==> src/rtl/shiftrows_stream_if.sv <==
// Byte-lane stream bundle (valid/ready/data/last) shared by the input and output
// sides of the ShiftRows stream stage.
interface shiftrows_stream_if #(
  parameter int unsigned LANES = 1
) ();
  logic               valid;
  logic               ready;
  logic [8*LANES-1:0] data;
  logic               last;

  modport master (
    output valid,
    output data,
    output last,
    input  ready
  );

  modport slave (
    input  valid,
    input  data,
    input  last,
    output ready
  );
endinterface

==> src/rtl/shiftrows_stream.sv <==
// Streaming AES ShiftRows / InvShiftRows stage: header bytes pass through, each 16-byte body
// block is permuted out of a ping-pong pair of block buffers at one beat per cycle.
module shiftrows_stream #(
  parameter int unsigned LANES     = 1,
  parameter int unsigned HDR_BYTES = 1080,
  parameter int unsigned CNT_W     = 16
) (
  input  logic                clk,
  input  logic                rst,
  shiftrows_stream_if.slave   in_s,
  shiftrows_stream_if.master  out_m,
  input  logic                mode_inv,
  output logic [CNT_W-1:0]    blk_count,
  output logic                err_partial,
  output logic                done
);

  localparam int unsigned HdrBeats = HDR_BYTES / LANES;
  localparam int unsigned HcW      = $clog2(HdrBeats + 2);

  typedef enum logic [1:0] {
    StHdr,
    StBody,
    StFlush
  } state_e;

  localparam state_e StInit = (HdrBeats == 0) ? StBody : StHdr;

  // Source byte for output byte j of a block (k = 4*col + row).
  function automatic logic [3:0] perm_src(input int unsigned j, input logic inv);
    int unsigned c;
    int unsigned r;
    c = (j >> 2) & 32'd3;
    r = j & 32'd3;
    if (inv) begin
      return 4'(4 * ((c + 4 - r) % 4) + r);
    end
    return 4'(4 * ((c + r) % 4) + r);
  endfunction

  state_e           state_q, state_d;
  logic [HcW-1:0]   hdr_cnt_q, hdr_cnt_d;

  logic [8*LANES-1:0] hdr_data_q;
  logic               hdr_valid_q;
  logic               hdr_last_q;

  logic [7:0]       bank_q [2][16];
  logic [1:0]       full_q;
  logic [1:0]       mode_q;
  logic [1:0]       last_q;
  logic [4:0]       len_q [2];
  logic             wr_sel_q;
  logic             rd_sel_q;
  logic [4:0]       fill_q;
  logic [3:0]       rd_beat_q;

  logic [CNT_W-1:0] blk_q;
  logic             err_q;
  logic             done_q;

  logic             in_fire;
  logic             out_fire;
  logic             hdr_push;
  logic             hdr_pop;
  logic             body_push;
  logic             bank_pop;
  logic             rd_is_blk;
  logic             rd_done;
  logic             done_d;
  logic [4:0]       fill_nxt;
  logic [5:0]       rd_bytes_nxt;
  logic [8*LANES-1:0] blk_data;
  int unsigned      idx;

  // Input acceptance depends on the current phase of the frame.
  always_comb begin
    in_s.ready = 1'b0;
    if (!rst) begin
      unique case (state_q)
        StHdr:   in_s.ready = !hdr_valid_q || out_m.ready;
        StBody:  in_s.ready = !full_q[wr_sel_q];
        default: in_s.ready = 1'b0;
      endcase
    end
  end

  assign in_fire   = in_s.valid && in_s.ready;
  assign hdr_push  = in_fire && (state_q == StHdr);
  assign body_push = in_fire && (state_q == StBody);
  assign fill_nxt  = fill_q + 5'(LANES);

  assign rd_is_blk    = (len_q[rd_sel_q] == 5'd16);
  assign rd_bytes_nxt = ({2'b00, rd_beat_q} + 6'd1) * 6'(LANES);
  assign rd_done      = (rd_bytes_nxt >= {1'b0, len_q[rd_sel_q]});

  // Read-bank beat: full blocks are permuted, a trailing partial block is sent as received.
  always_comb begin
    blk_data = '0;
    idx      = 0;
    for (int unsigned l = 0; l < LANES; l++) begin
      idx = 32'(rd_beat_q) * LANES + l;
      if (rd_is_blk) begin
        blk_data[8*l +: 8] = bank_q[rd_sel_q][perm_src(idx, mode_q[rd_sel_q])];
      end else begin
        blk_data[8*l +: 8] = bank_q[rd_sel_q][idx[3:0]];
      end
    end
  end

  // A pending header beat always precedes any body output.
  always_comb begin
    out_m.valid = hdr_valid_q || full_q[rd_sel_q];
    out_m.data  = hdr_valid_q ? hdr_data_q : blk_data;
    out_m.last  = hdr_valid_q ? hdr_last_q : (last_q[rd_sel_q] && rd_done);
  end

  assign out_fire = out_m.valid && out_m.ready;
  assign hdr_pop  = out_fire && hdr_valid_q;
  assign bank_pop = out_fire && !hdr_valid_q;
  assign done_d   = out_fire && out_m.last;

  always_comb begin
    state_d   = state_q;
    hdr_cnt_d = hdr_cnt_q;
    unique case (state_q)
      StHdr: begin
        if (in_fire) begin
          hdr_cnt_d = hdr_cnt_q + HcW'(1);
          if (in_s.last) begin
            state_d = StFlush;
          end else if (hdr_cnt_q == HcW'(HdrBeats - 1)) begin
            state_d = StBody;
          end
        end
      end
      StBody: begin
        if (in_fire && in_s.last) begin
          state_d = StFlush;
        end
      end
      StFlush: begin
        if (done_d) begin
          state_d   = StInit;
          hdr_cnt_d = '0;
        end
      end
      default: state_d = StInit;
    endcase
  end

  always_ff @(posedge clk) begin
    if (rst) begin
      state_q     <= StInit;
      hdr_cnt_q   <= '0;
      hdr_data_q  <= '0;
      hdr_valid_q <= 1'b0;
      hdr_last_q  <= 1'b0;
      full_q      <= '0;
      mode_q      <= '0;
      last_q      <= '0;
      len_q[0]    <= '0;
      len_q[1]    <= '0;
      wr_sel_q    <= 1'b0;
      rd_sel_q    <= 1'b0;
      fill_q      <= '0;
      rd_beat_q   <= '0;
      blk_q       <= '0;
      err_q       <= 1'b0;
      done_q      <= 1'b0;
    end else begin
      state_q   <= state_d;
      hdr_cnt_q <= hdr_cnt_d;
      done_q    <= done_d;

      if (hdr_pop) begin
        hdr_valid_q <= 1'b0;
      end
      if (hdr_push) begin
        hdr_valid_q <= 1'b1;
        hdr_data_q  <= in_s.data;
        hdr_last_q  <= in_s.last;
      end

      if (body_push) begin
        if (fill_q == 5'd0) begin
          mode_q[wr_sel_q] <= mode_inv;
        end
        if ((fill_nxt == 5'd16) || in_s.last) begin
          full_q[wr_sel_q] <= 1'b1;
          len_q[wr_sel_q]  <= fill_nxt;
          last_q[wr_sel_q] <= in_s.last;
          wr_sel_q         <= ~wr_sel_q;
          fill_q           <= '0;
          if (fill_nxt != 5'd16) begin
            err_q <= 1'b1;
          end
        end else begin
          fill_q <= fill_nxt;
        end
      end

      if (bank_pop) begin
        if (rd_done) begin
          full_q[rd_sel_q] <= 1'b0;
          rd_sel_q         <= ~rd_sel_q;
          rd_beat_q        <= '0;
          if (rd_is_blk && (blk_q != '1)) begin
            blk_q <= blk_q + CNT_W'(1);
          end
        end else begin
          rd_beat_q <= rd_beat_q + 4'd1;
        end
      end

      // Count stays visible during the done pulse, then clears for the next frame.
      if (done_q) begin
        blk_q <= '0;
      end
    end
  end

  // Bank storage needs no reset; occupancy is tracked by full_q.
  always_ff @(posedge clk) begin
    if (body_push) begin
      for (int unsigned l = 0; l < LANES; l++) begin
        bank_q[wr_sel_q][4'(32'(fill_q) + l)] <= in_s.data[8*l +: 8];
      end
    end
  end

  assign blk_count   = blk_q;
  assign err_partial = err_q;
  assign done        = done_q;

endmodule

==> src/flat_wrapper.sv <==
// flat-port wrapper written by rule: the top's interface ports become plain ports
module shiftrows_stream_flat 
#(
  parameter int unsigned LANES     = 1,
  parameter int unsigned HDR_BYTES = 1080,
  parameter int unsigned CNT_W     = 16
)
  (clk, rst, mode_inv, blk_count, err_partial, done, in_s_valid, in_s_data, in_s_last, in_s_ready, out_m_valid, out_m_data, out_m_last, out_m_ready);
  shiftrows_stream_if #(.LANES(LANES)) in_s_i ();
  shiftrows_stream_if #(.LANES(LANES)) out_m_i ();
  input  logic clk;
  input  logic rst;
  input  logic mode_inv;
  output logic [CNT_W-1:0] blk_count;
  output logic err_partial;
  output logic done;
  input wire logic [$bits(in_s_i.valid)-1:0] in_s_valid;
  input wire logic [$bits(in_s_i.data)-1:0] in_s_data;
  input wire logic [$bits(in_s_i.last)-1:0] in_s_last;
  output wire logic [$bits(in_s_i.ready)-1:0] in_s_ready;
  output wire logic [$bits(out_m_i.valid)-1:0] out_m_valid;
  output wire logic [$bits(out_m_i.data)-1:0] out_m_data;
  output wire logic [$bits(out_m_i.last)-1:0] out_m_last;
  input wire logic [$bits(out_m_i.ready)-1:0] out_m_ready;
  assign in_s_i.valid = in_s_valid;
  assign in_s_i.data = in_s_data;
  assign in_s_i.last = in_s_last;
  assign in_s_ready = in_s_i.ready;
  assign out_m_valid = out_m_i.valid;
  assign out_m_data = out_m_i.data;
  assign out_m_last = out_m_i.last;
  assign out_m_i.ready = out_m_ready;
  shiftrows_stream #(.LANES(LANES), .HDR_BYTES(HDR_BYTES), .CNT_W(CNT_W)) u_core (.clk(clk), .rst(rst), .in_s(in_s_i), .out_m(out_m_i), .mode_inv(mode_inv), .blk_count(blk_count), .err_partial(err_partial), .done(done));
endmodule
==> config.mk <==
export PLATFORM = sky130hd
export DESIGN_NAME = shiftrows_stream_flat
export DESIGN_NICKNAME = d
export VERILOG_FILES = /design/src/rtl/shiftrows_stream_if.sv /design/src/rtl/shiftrows_stream.sv /design/src/flat_wrapper.sv
export SDC_FILE = /design/constraint.sdc
export NUM_CORES = 1
export LEC_CHECK = 0
export ABC_AREA = 0
export BUFFER_PORTS_ARGS = -buffer_cell sky130_fd_sc_hd__buf_2
export CAP_MARGIN = 20
export CORE_MARGIN = 2
export CORE_UTILIZATION = 30
export CTS_CLUSTER_SIZE = 25
export DETAILED_ROUTE_END_ITERATION = 6
export PLACE_DENSITY = 0.54
export SETUP_SLACK_MARGIN = 0.05
export SYNTH_ARGS = -nofsm -noshare
export SYNTH_HDL_FRONTEND = slang
export SYNTH_SLANG_ARGS = --single-unit
==> constraint.sdc <==
create_clock -name clk -period 4.1 [get_ports clk]
set_clock_uncertainty 0.05 [all_clocks]
set_input_delay 0 -clock clk [delete_from_list [all_inputs] [get_ports clk]]
set_output_delay 0 -clock clk [all_outputs]
set_load 0.05 [all_outputs]
==> impl_metrics.env <==
export IMPL_track_usage=0.136
export IMPL_overflow=0
export IMPL_fmax_mhz=286
export IMPL_area_delta_synth_final_pct=15.2
export IMPL_cts_tree="yes"
export IMPL_p_comb_frac=0.019
export IMPL_endpoint="out_m_data[4]"
export IMPL_netlist_instances=873
export IMPL_relSlewSlack=0.417
export IMPL_num_rows=78
export IMPL_finalPower_mw=6.87
export IMPL_drt_pass1_iter_count=6
export IMPL_cap_viol_max_count=0
export IMPL_viasPerCell=4.95
export IMPL_finalCritPeriodShare=0.851
export IMPL_hold_class="in2reg"
export IMPL_clockBufferDepth=3
export IMPL_fin_nets=965
export IMPL_final_max_slew_violation_count=0
export IMPL_power_switching_mw=1.40
export IMPL_path_class="reg2out"
export IMPL_r2r_cells=7
export IMPL_p_clk_frac=0.459
export IMPL_status="finished clean"
export IMPL_cts_setup_buffers=0
export IMPL_grt_pass1_vias=7626
export IMPL_clock_root_buffer="clkbuf_16"
export IMPL_drive_gt1_frac=0.205
export IMPL_nFillCells=4284
export IMPL_ir_drop_mv=0.344
export IMPL_post_place_ws_ps=1130
export IMPL_critPathSlowestCell="mux4_1"
export IMPL_routed_wl_microns=32300
export IMPL_yosysWarnings=0
export IMPL_r2r_start="u_core.state_q[1]"
export IMPL_synth_seq_cells=325
export IMPL_required_ps=4050
export IMPL_detail_route_antenna_nets=0
export IMPL_yosysSeqAreaShare=0.660
export IMPL_grt_pass1_wl_microns=48500
export IMPL_synthesis_area_sq_mm=0.0139
export IMPL_multi_input_area_sq_mm=0.00439
export IMPL_htreeDepth=2
export IMPL_path_max_fanout=64
export IMPL_timing_rr_end="u_core.mode_q[0]"
export IMPL_swShare=0.203
export IMPL_final_common_cell="edfxtp_1"
export IMPL_die_x_microns=219
export IMPL_critPathMostFrequentCell="o21ai_1"
export IMPL_wl_per_cell_microns=20.7
export IMPL_cts_clk_slew_worst_paths_ps=60
export IMPL_fin_crit_ps=3490
export IMPL_num_vias=7725
export IMPL_netlist_cell_type_count=62
export IMPL_drc=0
export IMPL_numPortBuffers=42
export IMPL_cp_cell_sequence="buf_12 > mux4_1 > mux2_2 > mux4_2 > o21ai_1 > o21ai_1 > buf_2"
export IMPL_antenna_found_initial=2
export IMPL_clk_latency_ps=520
export IMPL_setup_viol=0
export IMPL_syn_nets=902
export IMPL_crit_family="multiplexers"
export IMPL_syn_mean_instance_area_sq_um=15.9
export IMPL_io_pins=43
export IMPL_async_reset_ff_frac=0
export IMPL_power_density_mw_per_mm2=429
export IMPL_ctsResizeCount=0
export IMPL_layout_common_cells="edfxtp_1, nor2_1, nand2_1, dfxtp_1, buf_2"
export IMPL_cts_buffers=35
export IMPL_diodes=0
export IMPL_dp_hpwl_microns=20800
export IMPL_seq_power_share=0.522
export IMPL_placed_cell_area_sq_mm=0.0148
export IMPL_start_util=0.305
export IMPL_die_h_microns=219
export IMPL_cts_sinks=325
export IMPL_critPathCaptureType="output pin"
export IMPL_place_gp_congestion=0.775
export IMPL_p_int_mw=5.47
export IMPL_grt_max_degree=67
export IMPL_drt_initial_drc_count=573
export IMPL_rsz0062_at_grt="false"
export IMPL_synth_edf_count=266
export IMPL_cp_slowest_stage_delay_ps=700
export IMPL_fin_area_sq_mm=0.0160
export IMPL_crit_buf_inv=2
export IMPL_tns_ps=0
export IMPL_p_leak_nw=5.13
export IMPL_rrSetupSlack_ps=1030
export IMPL_die_area_sq_mm=0.0480
export IMPL_tightestPinTransition_ps=875
export IMPL_crit_cells=7
export IMPL_synth_ff_type="edfxtp_1"
export IMPL_ff_latch_area_sq_mm=0.00918
export IMPL_finalHoldViolations=0
export IMPL_start_kind="flip-flop"
export IMPL_core_sq_mm=0.0456
export IMPL_setup_slack_ps=610
export IMPL_cp_arrival_ps=3440
export IMPL_fin_util=0.351
cell usage after synthesis (2+ instances only):
cell / instances / share of area
nor3b_1: 2 / 0.0011
a211oi_1: 3 / 0.0016
o21ai_0: 13 / 0.0047
ha_1: 15 / 0.014
a221oi_1: 2 / 0.0013
a311oi_1: 2 / 0.0013
mux4_1: 41 / 0.078
nand2b_1: 7 / 0.0032
nand3b_1: 4 / 0.0022
nor3_1: 12 / 0.0043
o22ai_1: 17 / 0.0077
a22oi_1: 4 / 0.0022
buf_1: 8 / 0.0022
nand3_1: 19 / 0.0068
nand2_1: 56 / 0.015
xnor2_1: 20 / 0.013
nor4_1: 8 / 0.0036
mux4_2: 31 / 0.050
or3b_2: 2 / 0.0013
a21oi_1: 24 / 0.0086
nor2b_1: 6 / 0.0027
o21ai_1: 17 / 0.0061
dfxtp_1: 59 / 0.085
buf_12: 3 / 0.0043
edfxtp_1: 266 / 0.58
or2_2: 3 / 0.0014
buf_2: 4 / 0.0014
xor2_1: 5 / 0.0032
clkbuf_1: 23 / 0.0062
o21a_1: 2 / 0.0011
buf_6: 5 / 0.0041
nor2_1: 86 / 0.023
inv_1: 20 / 0.0054
or3_1: 5 / 0.0023
and3_1: 3 / 0.0014
mux2_2: 36 / 0.029
a21o_1: 3 / 0.0016
mux2i_1: 13 / 0.0094
registers in the layout, summed over array words and instances (netlist names), 4 cells and up, named ones only:
signal / flops
u_core.fill_q: 5
u_core.blk_count: 16
u_core.hdr_cnt_q: 11
u_core.rd_beat_q: 4
u_core.hdr_data_q: 8
u_core.len_q: 10
u_core.bank_q: 256
worst min-delay path by stage:
stage | startpoint | endpoint | cells past startpoint
floorplan | in_s_data[0] | u_core.bank_q[0][0] | 0
global placement | mode_inv | u_core.mode_q[0] | 3
detailed placement | mode_inv | u_core.mode_q[0] | 3
CTS | in_s_data[3] | u_core.hdr_data_q[3] | 3
global route | in_s_data[3] | u_core.bank_q[1][11] | 1
finish | in_s_data[3] | u_core.hdr_data_q[3] | 3
tightest hold or removal path: stages:
cell     delay (ps)
buf_2           310
nand2_1         150
a21oi_1          60
what timing repair did:
action / in CTS / in global routing
setup endpoints to repair: 0 / 0
hold buffers: 6 / 0
endpoints found under the hold margin: 29 / 0
routing by layer:
layer	track usage	routed length, microns	vias up
met4	0.0322	504	4
met3	0.0312	1640	35
li1	-	-	3542
met1	0.183	14600	3949
met2	0.225	15600	195
met5	0	23	-
power groups by stage:
stage	clock, mW	sequential (mW)	combinational, mW
global route	3.36	3.58	0.146
CTS	3.22	3.58	0.136
floorplan	0	3.65	0.0594
finish	3.15	3.58	0.133
detailed placement	0	3.66	0.132
global placement	0	3.66	0.129
logic make-up (layout without fill, tap and decap cells):
logic type      Yosys count  in the layout  share of synthesized area
compound gates          100            100                     0.0447
xor+xnor                 26             26                     0.0177
fa+ha+maj                15             15                     0.0135
buf+inv                  64            153                     0.0241
flops                   325            325                      0.660
mux                     121            121                      0.166
simple gates            222            222                     0.0734
cell type report:
cell class / count / area share
tap: 600 / 0.0469
clock buffer: 40 / 0.0573
sequential: 325 / 0.574
timing repair buffer: 70 / 0.0288
inverter: 20 / 0.00469
clock inverter: 23 / 0.0145
multi-input combinational: 484 / 0.274
through the flow:
stage / instances / hold slack (ps)
floorplan: 873 / 48.9
global placement: 1493 / 255
detailed placement: 1493 / 259
CTS: 1562 / 3.31
global route: 1562 / 35.1
finish: 1562 / 14.8
No activity file was read; power rests on OpenSTA's default activity.
